--- src/rtl/watch_mode_ctrl_if.sv ---
// watch_mode_ctrl_if: button inputs and mode/stopwatch/time-adjust outputs of the watch controller
interface watch_mode_ctrl_if #(
    parameter int N_SW  = 2,
    parameter int SEL_W = 3
);
    logic             btn_mode;
    logic             btn_time_set;
    logic             btn_increment;
    logic             btn_decrement;
    logic [2:0]       state;
    logic [SEL_W-1:0] sw_sel;
    logic [N_SW-1:0]  run_sw;
    logic [N_SW-1:0]  reset_sw;
    logic             run_time;
    logic             inc_h;
    logic             dec_h;
    logic             inc_m;
    logic             dec_m;

    modport master (
        output btn_mode, btn_time_set, btn_increment, btn_decrement,
        input  state, sw_sel, run_sw, reset_sw, run_time, inc_h, dec_h, inc_m, dec_m
    );

    modport slave (
        input  btn_mode, btn_time_set, btn_increment, btn_decrement,
        output state, sw_sel, run_sw, reset_sw, run_time, inc_h, dec_h, inc_m, dec_m
    );
endinterface

--- src/rtl/watch_mode_ctrl.sv ---
// watch_mode_ctrl: watch mode FSM with N stopwatch channels, set-mode timeout and optional auto-repeat (AUTO_REPEAT_EN)
module watch_mode_ctrl #(
    parameter int N_SW          = 2,
    parameter int SEL_W         = 3,
    parameter int REPEAT_DELAY  = 16,
    parameter int REPEAT_PERIOD = 4,
    parameter int TIMEOUT       = 1024
) (
    input logic              clk,
    input logic              reset,
    watch_mode_ctrl_if.slave bus
);
    typedef enum logic [2:0] {
        TIME     = 3'b000,
        SET_H    = 3'b001,
        SET_M    = 3'b010,
        SW_VIEW  = 3'b011,
        SW_RESET = 3'b101
    } state_e;

    localparam int TW = (TIMEOUT > 0) ? $clog2(TIMEOUT + 1) : 1;

    state_e           state_q, state_d;
    logic [SEL_W-1:0] sw_sel_q, sw_sel_d;
    logic [N_SW-1:0]  run_sw_q, run_sw_d;
    logic [N_SW-1:0]  reset_sw_q, reset_sw_d;
    logic [N_SW-1:0]  sel_oh;
    logic             run_time_q, run_time_d;
    logic [3:0]       pulse_q, pulse_d;
    logic [3:0]       btn_q, btn, press;
    logic [TW-1:0]    tmo_q, tmo_d;
    logic             in_set, tmo_hit, sel_last;
    logic             inc_p, dec_p;
    logic             rep_inc, rep_dec;

    assign btn      = {bus.btn_decrement, bus.btn_increment, bus.btn_time_set, bus.btn_mode};
    assign press    = btn & ~btn_q;
    assign sel_oh   = N_SW'(1) << sw_sel_q;
    assign sel_last = (sw_sel_q == SEL_W'(N_SW - 1));
    assign in_set   = (state_q == SET_H) || (state_q == SET_M);
    assign tmo_hit  = (TIMEOUT != 0) && in_set && (tmo_q == TW'(TIMEOUT));

`ifdef AUTO_REPEAT_EN
    localparam int RMAX = (REPEAT_DELAY > REPEAT_PERIOD) ? REPEAT_DELAY : REPEAT_PERIOD;
    localparam int RW   = $clog2(RMAX + 1);

    logic [RW-1:0] rpt_q, rpt_d, rpt_nxt;
    logic          arm_q, arm_d, first_q, first_d;
    logic          keep, start, fire;

    // Repeat timer: armed by a lone inc/dec press, runs while that button stays held alone in the same set mode
    always_comb begin
        keep    = in_set & ~tmo_hit & ~press[1] & (btn[2] ^ btn[3]);
        start   = keep & (press[2] | press[3]);
        rpt_nxt = rpt_q + RW'(1);
        fire    = keep & ~start & arm_q &
                  (rpt_nxt == (first_q ? RW'(REPEAT_DELAY) : RW'(REPEAT_PERIOD)));
        arm_d   = start | (keep & arm_q);
        first_d = start | (first_q & ~fire);
        rpt_d   = (start | fire | ~keep) ? '0 : rpt_nxt;
    end

    // Repeat timer registers
    always_ff @(posedge clk) begin
        if (reset) begin
            rpt_q   <= '0;
            arm_q   <= 1'b0;
            first_q <= 1'b0;
        end else begin
            rpt_q   <= rpt_d;
            arm_q   <= arm_d;
            first_q <= first_d;
        end
    end

    assign rep_inc = fire & btn[2];
    assign rep_dec = fire & btn[3];
`else
    assign rep_inc = 1'b0;
    assign rep_dec = 1'b0;
`endif

    // Next mode, stopwatch control, adjust pulses and inactivity counter
    always_comb begin
        state_d    = state_q;
        sw_sel_d   = sw_sel_q;
        run_sw_d   = run_sw_q;
        reset_sw_d = '0;
        pulse_d    = '0;
        inc_p      = 1'b0;
        dec_p      = 1'b0;
        case (state_q)
            TIME: begin
                if (press[0]) begin
                    state_d  = SW_VIEW;
                    sw_sel_d = '0;
                end else if (press[1]) begin
                    state_d = SET_H;
                end
            end
            SET_H, SET_M: begin
                if (tmo_hit) begin
                    state_d = TIME;
                end else begin
                    if (press[1]) state_d = (state_q == SET_H) ? SET_M : TIME;
                    inc_p   = (press[2] & ~press[3]) | rep_inc;
                    dec_p   = (press[3] & ~press[2]) | rep_dec;
                    pulse_d = (state_q == SET_H) ? {inc_p, dec_p, 2'b00} : {2'b00, inc_p, dec_p};
                end
            end
            SW_VIEW: begin
                if (press[2]) begin
                    run_sw_d = run_sw_q ^ sel_oh;
                end else if (press[3]) begin
                    state_d    = SW_RESET;
                    reset_sw_d = sel_oh;
                    run_sw_d   = run_sw_q & ~sel_oh;
                end else if (press[0]) begin
                    state_d  = sel_last ? TIME : SW_VIEW;
                    sw_sel_d = sel_last ? '0 : sw_sel_q + SEL_W'(1);
                end else if (press[1]) begin
                    state_d = SET_H;
                end
            end
            SW_RESET: state_d = SW_VIEW;
            default:  state_d = TIME;
        endcase
        run_time_d = !((state_d == SET_H) || (state_d == SET_M));
        tmo_d = (in_set && !run_time_d && (press == 4'b0) && !(rep_inc || rep_dec)) ?
                tmo_q + TW'(1) : '0;
    end

    // State and registered outputs
    always_ff @(posedge clk) begin
        if (reset) begin
            state_q    <= TIME;
            sw_sel_q   <= '0;
            run_sw_q   <= '0;
            reset_sw_q <= '0;
            run_time_q <= 1'b1;
            pulse_q    <= '0;
            btn_q      <= '0;
            tmo_q      <= '0;
        end else begin
            state_q    <= state_d;
            sw_sel_q   <= sw_sel_d;
            run_sw_q   <= run_sw_d;
            reset_sw_q <= reset_sw_d;
            run_time_q <= run_time_d;
            pulse_q    <= pulse_d;
            btn_q      <= btn;
            tmo_q      <= tmo_d;
        end
    end

    assign bus.state    = state_q;
    assign bus.sw_sel   = sw_sel_q;
    assign bus.run_sw   = run_sw_q;
    assign bus.reset_sw = reset_sw_q;
    assign bus.run_time = run_time_q;
    assign bus.inc_h    = pulse_q[3];
    assign bus.dec_h    = pulse_q[2];
    assign bus.inc_m    = pulse_q[1];
    assign bus.dec_m    = pulse_q[0];
endmodule

--- src/flat_wrapper.sv ---
// flat-port wrapper written by rule: the top's interface ports become plain ports
module watch_mode_ctrl_flat 
#(
    parameter int N_SW          = 2,
    parameter int SEL_W         = 3,
    parameter int REPEAT_DELAY  = 16,
    parameter int REPEAT_PERIOD = 4,
    parameter int TIMEOUT       = 1024
)
  (clk, reset, bus_btn_mode, bus_btn_time_set, bus_btn_increment, bus_btn_decrement, bus_state, bus_sw_sel, bus_run_sw, bus_reset_sw, bus_run_time, bus_inc_h, bus_dec_h, bus_inc_m, bus_dec_m);
  watch_mode_ctrl_if #(.N_SW(N_SW), .SEL_W(SEL_W)) bus_i ();
  input logic clk;
  input logic reset;
  input wire logic [$bits(bus_i.btn_mode)-1:0] bus_btn_mode;
  input wire logic [$bits(bus_i.btn_time_set)-1:0] bus_btn_time_set;
  input wire logic [$bits(bus_i.btn_increment)-1:0] bus_btn_increment;
  input wire logic [$bits(bus_i.btn_decrement)-1:0] bus_btn_decrement;
  output wire logic [$bits(bus_i.state)-1:0] bus_state;
  output wire logic [$bits(bus_i.sw_sel)-1:0] bus_sw_sel;
  output wire logic [$bits(bus_i.run_sw)-1:0] bus_run_sw;
  output wire logic [$bits(bus_i.reset_sw)-1:0] bus_reset_sw;
  output wire logic [$bits(bus_i.run_time)-1:0] bus_run_time;
  output wire logic [$bits(bus_i.inc_h)-1:0] bus_inc_h;
  output wire logic [$bits(bus_i.dec_h)-1:0] bus_dec_h;
  output wire logic [$bits(bus_i.inc_m)-1:0] bus_inc_m;
  output wire logic [$bits(bus_i.dec_m)-1:0] bus_dec_m;
  assign bus_i.btn_mode = bus_btn_mode;
  assign bus_i.btn_time_set = bus_btn_time_set;
  assign bus_i.btn_increment = bus_btn_increment;
  assign bus_i.btn_decrement = bus_btn_decrement;
  assign bus_state = bus_i.state;
  assign bus_sw_sel = bus_i.sw_sel;
  assign bus_run_sw = bus_i.run_sw;
  assign bus_reset_sw = bus_i.reset_sw;
  assign bus_run_time = bus_i.run_time;
  assign bus_inc_h = bus_i.inc_h;
  assign bus_dec_h = bus_i.dec_h;
  assign bus_inc_m = bus_i.inc_m;
  assign bus_dec_m = bus_i.dec_m;
  watch_mode_ctrl #(.N_SW(N_SW), .SEL_W(SEL_W), .REPEAT_DELAY(REPEAT_DELAY), .REPEAT_PERIOD(REPEAT_PERIOD), .TIMEOUT(TIMEOUT)) u_core (.clk(clk), .reset(reset), .bus(bus_i));
endmodule
--- config.mk ---
export PLATFORM = sky130hd
export DESIGN_NAME = watch_mode_ctrl_flat
export DESIGN_NICKNAME = d
export VERILOG_FILES = /design/src/rtl/watch_mode_ctrl_if.sv /design/src/rtl/watch_mode_ctrl.sv /design/src/flat_wrapper.sv
export SDC_FILE = /design/constraint.sdc
export NUM_CORES = 1
export LEC_CHECK = 0
export CAP_MARGIN = 40
export CORE_UTILIZATION = 47
export DETAILED_ROUTE_END_ITERATION = 16
export PLACE_DENSITY = 0.73
export SETUP_SLACK_MARGIN = 0.2
export SYNTH_ARGS = -nofsm -noshare
export SYNTH_HDL_FRONTEND = slang
export SYNTH_SLANG_ARGS = --single-unit
--- constraint.sdc ---
create_clock -name clk -period 1.7 [get_ports clk]
set_clock_uncertainty 0.2 [all_clocks]
set_input_delay 0.34 -clock clk [delete_from_list [all_inputs] [get_ports clk]]
set_output_delay 0.34 -clock clk [all_outputs]
set_load 0.03 [all_outputs]
==> run summary, run 1 <==
Synth async-reset ratio: 0
Sink Count: 30
class of the most critical setup path: in2reg
largest net degree at the start of global routing: 17
status: finished with violations
Syn Std Cell Area: 1420 um2
Slew headroom: 0.726
Setup crit end kind: flip-flop
Port Buf Inserts: 20
Mean Syn Cell Area: 9.41 um2
length of the first detailed-routing pass in iterations: 11
Crit path depth: 5
synth cell count leaders: dfxtp_1 (30), nor2_1 (18), a21oi_1 (8), nand2_1 (8), nor2b_1 (7)
initial core utilization: 0.507
hpwl dp: 2590 um
total grt overflow: 0
number of routed nets with antenna violations: 0
htree depth: 2
Via density: 5.86
cell family with most CP delay: compound AO/OA/AOI/OAI gates
gpl congestion: 0.887
top_reg_cell synth: dfxtp_1
Synth top area share: 0.423
FILL cells: 140
die height: 57.0 um
RR Startpoint: u_core.bus.sw_sel[2]
DRC viols: 5
CP max FO: 5
row count: 19
Peak VDD IR: 0.582 mV
P per Cell Area: 729 nW/um2
Pint: 1.15 mW
FMAX: 531 MHz
Gate power share: 0.295
leakage power: 0.944 nW
later-pin clock latency in the skew report: 350 ps
Total Wirelength: 4830 um
slowest cell delay on critical path: 510 ps
core box area: 2810 um2
Core Util, Final: 0.843
final setup fails: 11
crit-path cells: clkdlybuf4s50_1, nor2b_1, o21ai_0, o211a_4, a2111o_1
final hold viol count: 0
Worst EP required: 1720 ps
YS warnings: 0
placed instance count: 233
RSZ-0062 raised after global routing: yes
Post-synth EDFFs: 0
clk slew on worst S/H paths: 100 ps
Initial DRC Count: 94
startpoint types: primary input
top-count cell post-synth: dfxtp_1
final non-filler cell total: 251
ant diodes: 0
top post-synthesis cells by area: dfxtp_1 (42%), nor2_1 (4.8%), xnor2_1 (3.7%)
worst reg2reg path endpoint: u_core.tmo_q[0]
P&R area growth vs syn: 66.5%
first-pass GRT wire length: 6660 um
Chip Width: 57.0 um
Worst Path Buf+Inv: 1
Hold Path Class: in2reg
Net Switching: 570 uW
# IOs: 21
Mapped Cells: 151
crit path from: bus_btn_time_set
fin area: 2370 um2
final setup TNS: -1010 ps
Min Hold Slack: 216 ps
Final Cycle Share: 1.11
share of cells above drive strength 1: 0.573
failing checks: design-rule violations, negative setup slack
Tot Pwr: 1.72 mW
Total GRT Usage: 0.276
initial antenna violation count: 0
top cell type by total area after synthesis: dfxtp_1
Clk network pwr share: 0.269
Flop pwr share: 0.437
Synthesized Nets: 161
hold buffers post-CTS: 0
r2r setup slk: -130 ps
sw frac: 0.331
unique cell type count in the Yosys netlist: 44
worst r2r path cells: 5
Tmin final: 1880 ps
worst-margin pin slew: 408 ps
CTS tree: done
Post-Place Worst Slack: -459 ps
Max Slew Vio Count: 0
Worst Hold Path Cells: 2
max cap viols: 0
die area: 3250 um2
Critical Path AT: 1910 ps
clk root buf: clkbuf_4
register area share after synthesis: 0.423
Final WS setup: -184 ps
end of the critical path: u_core.bus.run_time
dpl cell area: 1950 um2
#FFs+latches synth: 30
CTS buffer count: 5
number of global-route vias before repair: 1415
Nets: 229
slowest CP cell: clkdlybuf4s50_1
Routed WL per cell: 19.3 um
Clock Tree Buf Depth: 2
Via Count: 1472
-- flip-flops by register name, indices dropped and copies added (netlist names) --
name                 cells
u_core.bus.run_sw        2
u_core.bus.sw_sel        3
u_core.bus.state         3
u_core.btn_q             4
u_core.bus.run_time      1
u_core.pulse_q           4
u_core.bus.reset_sw      2
u_core.tmo_q            11
-- worst min-delay path by stage --
stage                     slack [ps]                  from                   end
after global placement           310  u_core.bus.run_sw[1]  u_core.bus.run_sw[1]
after floorplan                  210                 reset       u_core.btn_q[0]
after global routing             200     bus_btn_increment       u_core.btn_q[2]
after detailed placement         320  u_core.bus.run_sw[0]  u_core.bus.run_sw[0]
after CTS                        210     bus_btn_increment       u_core.btn_q[2]
final                            220     bus_btn_increment       u_core.btn_q[2]
-- layout make-up --
type	instances	area [um2]	share of cell area
multi-input combinational	114	1090	0.462
sequential	30	629	0.266
timing repair buffer	65	532	0.225
clock buffer	6	51.3	0.0217
tap	31	38.8	0.0164
clock inverter	2	11.3	0.00476
inverter	3	11.3	0.00476
-- layer usage --
layer | routed length (um) | vias up | share of wire | GRT usage
li1 | - | 687 | - | -
met1 | 1980 | 709 | 0.41 | 0.334
met2 | 2370 | 59 | 0.49 | 0.444
met3 | 293 | 17 | 0.061 | 0.0930
met4 | 183 | 0 | 0.038 | 0.129
met5 | 0 | - | 0 | 0
-- power by group through the flow --
stage	combinational, mW	clock, mW	sequential, mW
finish	0.508	0.463	0.753
detailed placement	0.362	0	0.766
global route	0.531	0.498	0.757
CTS	0.408	0.463	0.751
floorplan	0.160	0	0.802
global placement	0.353	0	0.765
-- worst reg2reg max path, delay by kind of cell (launching register included) --
kind	cells	cell delay (ps)
DFF	1	360
AOI/OAI and AO/OA	3	570
and+or+nand+nor	1	440
buffers and inverters	1	160
-- layout by cell type, fill, tap and decap left out, drive strengths merged, types with 6 or more instances in the layout --
master	n
xnor2	6
nor2b	7
a21oi	8
clkbuf	7
nand2	8
buf	59
nor4	7
nor2	18
dfxtp	30
-- what timing repair did --
item	CTS	global route
pin swaps	15	12
endpoints found under the setup margin	41	37
resized for setup	121	36
setup buffers	3	7
-- kinds of logic (layout without fill, tap and decap cells) --
family	count (synthesis)	count (layout)	synth area share
muxes	1	1	0.00792
adders and majority gates	4	4	0.0352
DFF	30	30	0.423
xor gates and xnor gates	9	9	0.0555
and+or+nand+nor	72	72	0.284
buffers and inverters	7	76	0.0194
AOI/OAI and AO/OA	28	28	0.175
No activity file was read; power rests on OpenSTA's default activity.
==> run 2: changes to the inputs <==
--- a/config.mk
+++ b/config.mk
@@ -6,9 +6,10 @@
 export NUM_CORES = 1
 export LEC_CHECK = 0
 export CAP_MARGIN = 40
-export CORE_UTILIZATION = 47
+export CORE_UTILIZATION = 30
+export CTS_BUF_LIST = sky130_fd_sc_hd__clkbuf_4 sky130_fd_sc_hd__clkbuf_8
 export DETAILED_ROUTE_END_ITERATION = 16
-export PLACE_DENSITY = 0.73
+export PLACE_DENSITY = 0.51
 export SETUP_SLACK_MARGIN = 0.2
 export SYNTH_ARGS = -nofsm -noshare
 export SYNTH_HDL_FRONTEND = slang
==> run summary, run 2 (synthesized netlist as in run 1, its figures left out) <==
status: finished with violations
failing checks: negative setup slack
P&R area growth vs syn: 82.2%
number of routed nets with antenna violations: 0 (unchanged)
leading cell types in the layout, fill and taps excluded: buf_4 (40), dfxtp_1 (16), nor2_1 (10), buf_6 (10), dfxtp_2 (8)
Slew headroom: 0.723 (-0.00275)
initial antenna violation count: 0 (unchanged)
Final WS setup: -58.5 ps (+125 ps)
Multi-input gate area: 1170 um2 (+7.1%)
later-pin clock latency in the skew report: 290 ps (-60 ps)
Min Hold Slack: 196 ps (-19.6 ps)
length of the first detailed-routing pass in iterations: 4 (-7)
cell family with most CP delay: compound AO/OA/AOI/OAI gates
Largest Register: u_core.tmo_q
total grt overflow: 0 (unchanged)
slowest cell delay on critical path: 450 ps (-60 ps)
Port Buf Inserts: 20 (unchanged)
Initial DRC Count: 63 (-33%)
crit-path cells: or3b_4, a31oi_4, o221ai_4, buf_6, a2111oi_4
Peak VDD IR: 0.358 mV (-39%)
hold buffers post-CTS: 0 (unchanged)
Clock Tree Buf Depth: 2 (unchanged)
HP Start: bus_btn_time_set
htree depth: 2 (unchanged)
initial core utilization: 0.320 (-0.187)
Top Registers: u_core.tmo_q: 11 flops, u_core.btn_q: 4 flops, u_core.pulse_q: 4 flops
RSZ-0062 raised after global routing: yes
# IOs: 21 (unchanged)
Critical Path AT: 1740 ps (-170 ps)
largest net degree at the start of global routing: 10 (-7)
number of global-route vias before repair: 1420 (+0.35%)
gpl congestion: 0.818 (-7.8%)
worst-margin pin slew: 412 ps (+4.42 ps)
worst r2r path cells: 5 (unchanged)
first-pass GRT wire length: 6700 um (+0.62%)
Nets: 234 (+2.2%)
Hold Path Class: in2reg
Largest register FFs: 11 (unchanged)
slowest CP cell: or3b_4
hpwl dp: 2670 um (+3.2%)
clk slew on worst S/H paths: 60 ps (-40 ps)
row count: 24 (+5)
Total Wirelength: 4270 um (-12%)
flip-flop and latch area: 633 um2 (+0.60%)
final setup fails: 6 (-5)
r2r setup slk: -60 ps (+70 ps)
leakage power: 1.03 nW (+9.0%)
most common cell after layout, fill and taps aside: buf_4
FMAX: 569 MHz (+7.1%)
share of cells above drive strength 1: 0.636 (+0.0628)
worst reg2reg path endpoint: u_core.tmo_q[0]
Routed WL per cell: 15.4 um (-20%)
startpoint types: flip-flop
crit path from: u_core.bus.sw_sel[1]
Hold EP: u_core.btn_q[1]
max cap viols: 0 (unchanged)
final hold viol count: 0 (unchanged)
DRC viols: 0 (-5)
Setup crit end kind: flip-flop
core box area: 4440 um2 (+58%)
Sink Count: 30 (unchanged)
Tmin final: 1760 ps (-125 ps)
final setup TNS: -276 ps (+734 ps)
Via Count: 1410 (-4.2%)
Total GRT Usage: 0.175 (-0.101)
CTS buffer count: 5 (unchanged)
Max Slew Vio Count: 0 (unchanged)
Worst Hold Path Cells: 2 (unchanged)
die height: 70.8 um (+24%)
Worst Path Buf+Inv: 1 (unchanged)
CTS tree: done
die area: 5020 um2 (+54%)
Chip Width: 70.8 um (+24%)
Final Cycle Share: 1.03 (-0.0738)
P per Cell Area: 724 nW/um2 (-0.67%)
Via density: 5.09 (-13%)
FILL cells: 392 (+180%)
CP max FO: 5 (unchanged)
Worst EP required: 1680 ps (-40 ps)
class of the most critical setup path: reg2reg
ant diodes: 0 (unchanged)
clk root buf: clkbuf_8
RR Startpoint: u_core.bus.sw_sel[1]
## run 2: where the power goes
part           switching [mW]  internal (mW)  total [mW]  leakage [nW]
sequential             0.0265          0.726       0.752         0.252
clock                   0.270          0.342       0.612        0.0517
combinational           0.263          0.248       0.510         0.726
total                   0.560           1.32        1.87          1.03
## run 2: how the worst max path moves through the flow
stage / depth (start not counted) / slack, ps / to
6_report: 5 / -60 / u_core.tmo_q[0]
5_1_grt: 5 / -110 / u_core.tmo_q[0]
4_1_cts: 5 / -80 / u_core.bus.state[1]
3_5_place_dp: 6 / -500 / u_core.bus.sw_sel[2]
3_3_place_gp: 5 / -430 / u_core.tmo_q[2]
2_1_floorplan: 4 / -100 / u_core.bus.run_time
## run 2: area by class of cell
type,instances,area share
timing repair buffer,70,0.238
clock buffer,7,0.0348
clock inverter,1,0.00193
inverter,3,0.00435
multi-input combinational,114,0.452
tap,52,0.0251
sequential,30,0.244
## run 2: timing repair
action | 4_1_cts | 5_1_grt
setup buffers | 15 | 3
setup endpoints to repair | 41 | 32
resized for setup | 95 | 55
pin swaps | 19 | 15
hold endpoints to repair | 0 | 0
## run 2: per-layer routing
layer | vias up | GRT usage | share of wire
met5 | - | 0 | 0
met1 | 680 | 0.216 | 0.44
li1 | 696 | - | -
met4 | 0 | 0.100 | 0.022
met3 | 8 | 0.0370 | 0.029
met2 | 26 | 0.282 | 0.51
## run 2: stage by stage
stage               std cells  setup WS, ps  cell area (um2)  power (mW)   util
CTS                       274         -79.1             2330        1.80  0.525
floorplan                 151          -103             1470       0.962      -
detailed placement        251          -499             1950        1.11  0.438
finish                    277         -58.5             2590        1.87  0.583
global placement          251          -428             1950        1.11  0.438
global route              277          -109             2590        1.95  0.583
==> run 3: changes to the inputs <==
--- a/config.mk
+++ b/config.mk
@@ -11,6 +11,7 @@
 export DETAILED_ROUTE_END_ITERATION = 16
 export PLACE_DENSITY = 0.51
 export SETUP_SLACK_MARGIN = 0.2
+export SLEW_MARGIN = 20
 export SYNTH_ARGS = -nofsm -noshare
 export SYNTH_HDL_FRONTEND = slang
 export SYNTH_SLANG_ARGS = --single-unit
==> constraint.sdc (replaced) <==
create_clock -name clk -period 1.7 [get_ports clk]
set_clock_uncertainty 0.2 [all_clocks]
set_input_delay 0.255 -clock clk [delete_from_list [all_inputs] [get_ports clk]]
set_output_delay 0.255 -clock clk [all_outputs]
set_load 0.03 [all_outputs]
==> run summary, run 3 (synthesized netlist as in run 1, its figures left out) <==
status: finished with violations
failing checks: negative setup slack
hold buffers post-CTS: 0 (unchanged)
row count: 24 (unchanged)
die height: 70.8 um (unchanged)
final non-filler cell total: 272 (-1.8%)
clk slew on worst S/H paths: 70 ps (about the same)
Total GRT Usage: 0.174 (-0.000654)
Core Util, Final: 0.585 (+0.00225)
FILL cells: 388 (-1.0%)
placed instance count: 250 (-0.40%)
class of the most critical setup path: reg2reg
Routed WL per cell: 15.4 um (-0.21%)
P per Cell Area: 719 nW/um2 (-0.73%)
Hold Path Class: in2reg
Peak VDD IR: 0.437 mV (+22%)
met2 Track Usage GR: 0.279 (-0.00321)
die area: 5020 um2 (unchanged)
FMAX: 562 MHz (-1.2%)
Largest Register: u_core.tmo_q
core box area: 4440 um2 (unchanged)
Chip Width: 70.8 um (unchanged)
Port Buf Inserts: 20 (unchanged)
RSZ-0062 raised after global routing: yes
GR Layer Usage met1: 0.214 (-0.00195)
initial antenna violation count: 0 (unchanged)
leakage power: 1.01 nW (-2.0%)
final setup fails: 8 (+2)
CTS tree: done
gpl congestion: 0.804 (-1.7%)
CP max FO: 5 (unchanged)
number of routed nets with antenna violations: 0 (unchanged)
htree depth: 2 (unchanged)
Total Wirelength: 4180 um (-2.0%)
worst-margin pin slew: 372 ps (-39.8 ps)
P&R area growth vs syn: 82.9%
Largest register FFs: 11 (unchanged)
Clock Tree Buf Depth: 2 (unchanged)
share of cells above drive strength 1: 0.591 (-0.0446)
largest net degree at the start of global routing: 17 (+7)
total grt overflow: 0 (unchanged)
leading cell types in the layout, fill and taps excluded: buf_4 (32), dfxtp_1 (15), buf_6 (10)
first-pass GRT wire length: 6600 um (-1.5%)
Max Slew Vio Count: 0 (unchanged)
length of the first detailed-routing pass in iterations: 4 (unchanged)
grt peak-use layer: met2
most common cell after layout, fill and taps aside: buf_4
Initial DRC Count: 41 (-35%)
Top Registers: u_core.tmo_q: 11 flops, u_core.btn_q: 4 flops, u_core.pulse_q: 4 flops
ant diodes: 0 (unchanged)
initial core utilization: 0.320 (unchanged)
Via density: 5.06 (-0.55%)
# IOs: 21 (unchanged)
Tot Pwr: 1.87 mW (-0.34%)
Worst EP required: 1670 ps (about the same)
max cap viols: 0 (unchanged)
final setup TNS: -415 ps (-139 ps)
final hold viol count: 0 (unchanged)
Via Count: 1377 (-2.3%)
GR Util met3: 0.0413 (+0.00427)
Tmin final: 1780 ps (+20.8 ps)
hpwl dp: 2610 um (-2.4%)
DRC viols: 0 (unchanged)
clk root buf: clkbuf_8
startpoint types: flip-flop
Nets: 229 (-2.1%)
Final Cycle Share: 1.05 (+0.0123)
Slew headroom: 0.751 (+0.0275)
number of global-route vias before repair: 1378 (-3.0%)
later-pin clock latency in the skew report: 300 ps (about the same)
Sink Count: 30 (unchanged)
CTS buffer count: 5 (unchanged)
Setup crit end kind: flip-flop
Final WS setup: -79.3 ps (-20.8 ps)
Critical Path AT: 1750 ps (about the same)
-- run 3: changes by cell type in the layout (fill, tap and decap cells not counted), moves of 3 or more --
cell,before,now
buf_2,5,2
buf_4,40,32
clkdlybuf4s15_2,5,2
dlygate4sd2_1,3,9
nand2b_1,1,4
nor2_2,7,1
nor2_4,1,9
-- run 3: final cells by class --
| type | instances | area [um2] | share of cell area |
|---|---|---|---|
| Inverter | 3 | 11.3 | 0.00433 |
| Clock inverter | 2 | 12.5 | 0.00481 |
| Multi-Input combinational cell | 114 | 1210 | 0.465 |
| Timing Repair Buffer | 65 | 584 | 0.225 |
| Tap cell | 52 | 65.1 | 0.0250 |
| Sequential cell | 30 | 634 | 0.244 |
| Clock buffer | 6 | 82.6 | 0.0318 |
-- run 3: report_power, final --
group          switching, mW  leakage, nW  total, mW  internal [mW]
clock                  0.290       0.0472      0.615          0.325
sequential            0.0262        0.252      0.752          0.725
combinational          0.260        0.710      0.502          0.242
-- run 3: metal layers --
metal	up-vias	wire length [um]
li1	692	-
met1	653	1840
met2	23	2050
met3	9	161
met4	0	127
met5	-	0
-- run 3: repair_timing --
action	4_1_cts	5_1_grt
cloned	0	0
pin swaps	14	21
buffers inserted	8	6
gates resized for setup	69	69
setup endpoints to repair	41	32
hold endpoints to repair	0	0
-- run 3: worst max-delay path: stages (launching register included) --
cell and delay (ps):
dfxtp_4 340, or3b_4 440, a31oi_4 180, o221ai_4 150, a2111o_1 340
-- run 3: path summary, 6_finish.rpt --
kind / depth (start not counted) / to / startpoint / slack, ps
min: 2 / u_core.btn_q[1] / bus_btn_time_set / 40
min reg2reg: 2 / u_core.bus.run_sw[0] / u_core.bus.run_sw[0] / 330
max reg2reg: 4 / u_core.bus.run_time / u_core.bus.sw_sel[2] / -80
max: 4 / u_core.bus.run_time / u_core.bus.sw_sel[2] / -80
-- run 3: through the flow --
step / hold WS, ps / instance area (um2) / worst slack (ps)
global placement: 303 / 1940 / -340
CTS: 156 / 2280 / -89.7
floorplan: 127 / 1470 / -103
finish: 38.2 / 2600 / -79.3
detailed placement: 320 / 1940 / -417
global route: 88.2 / 2600 / -141
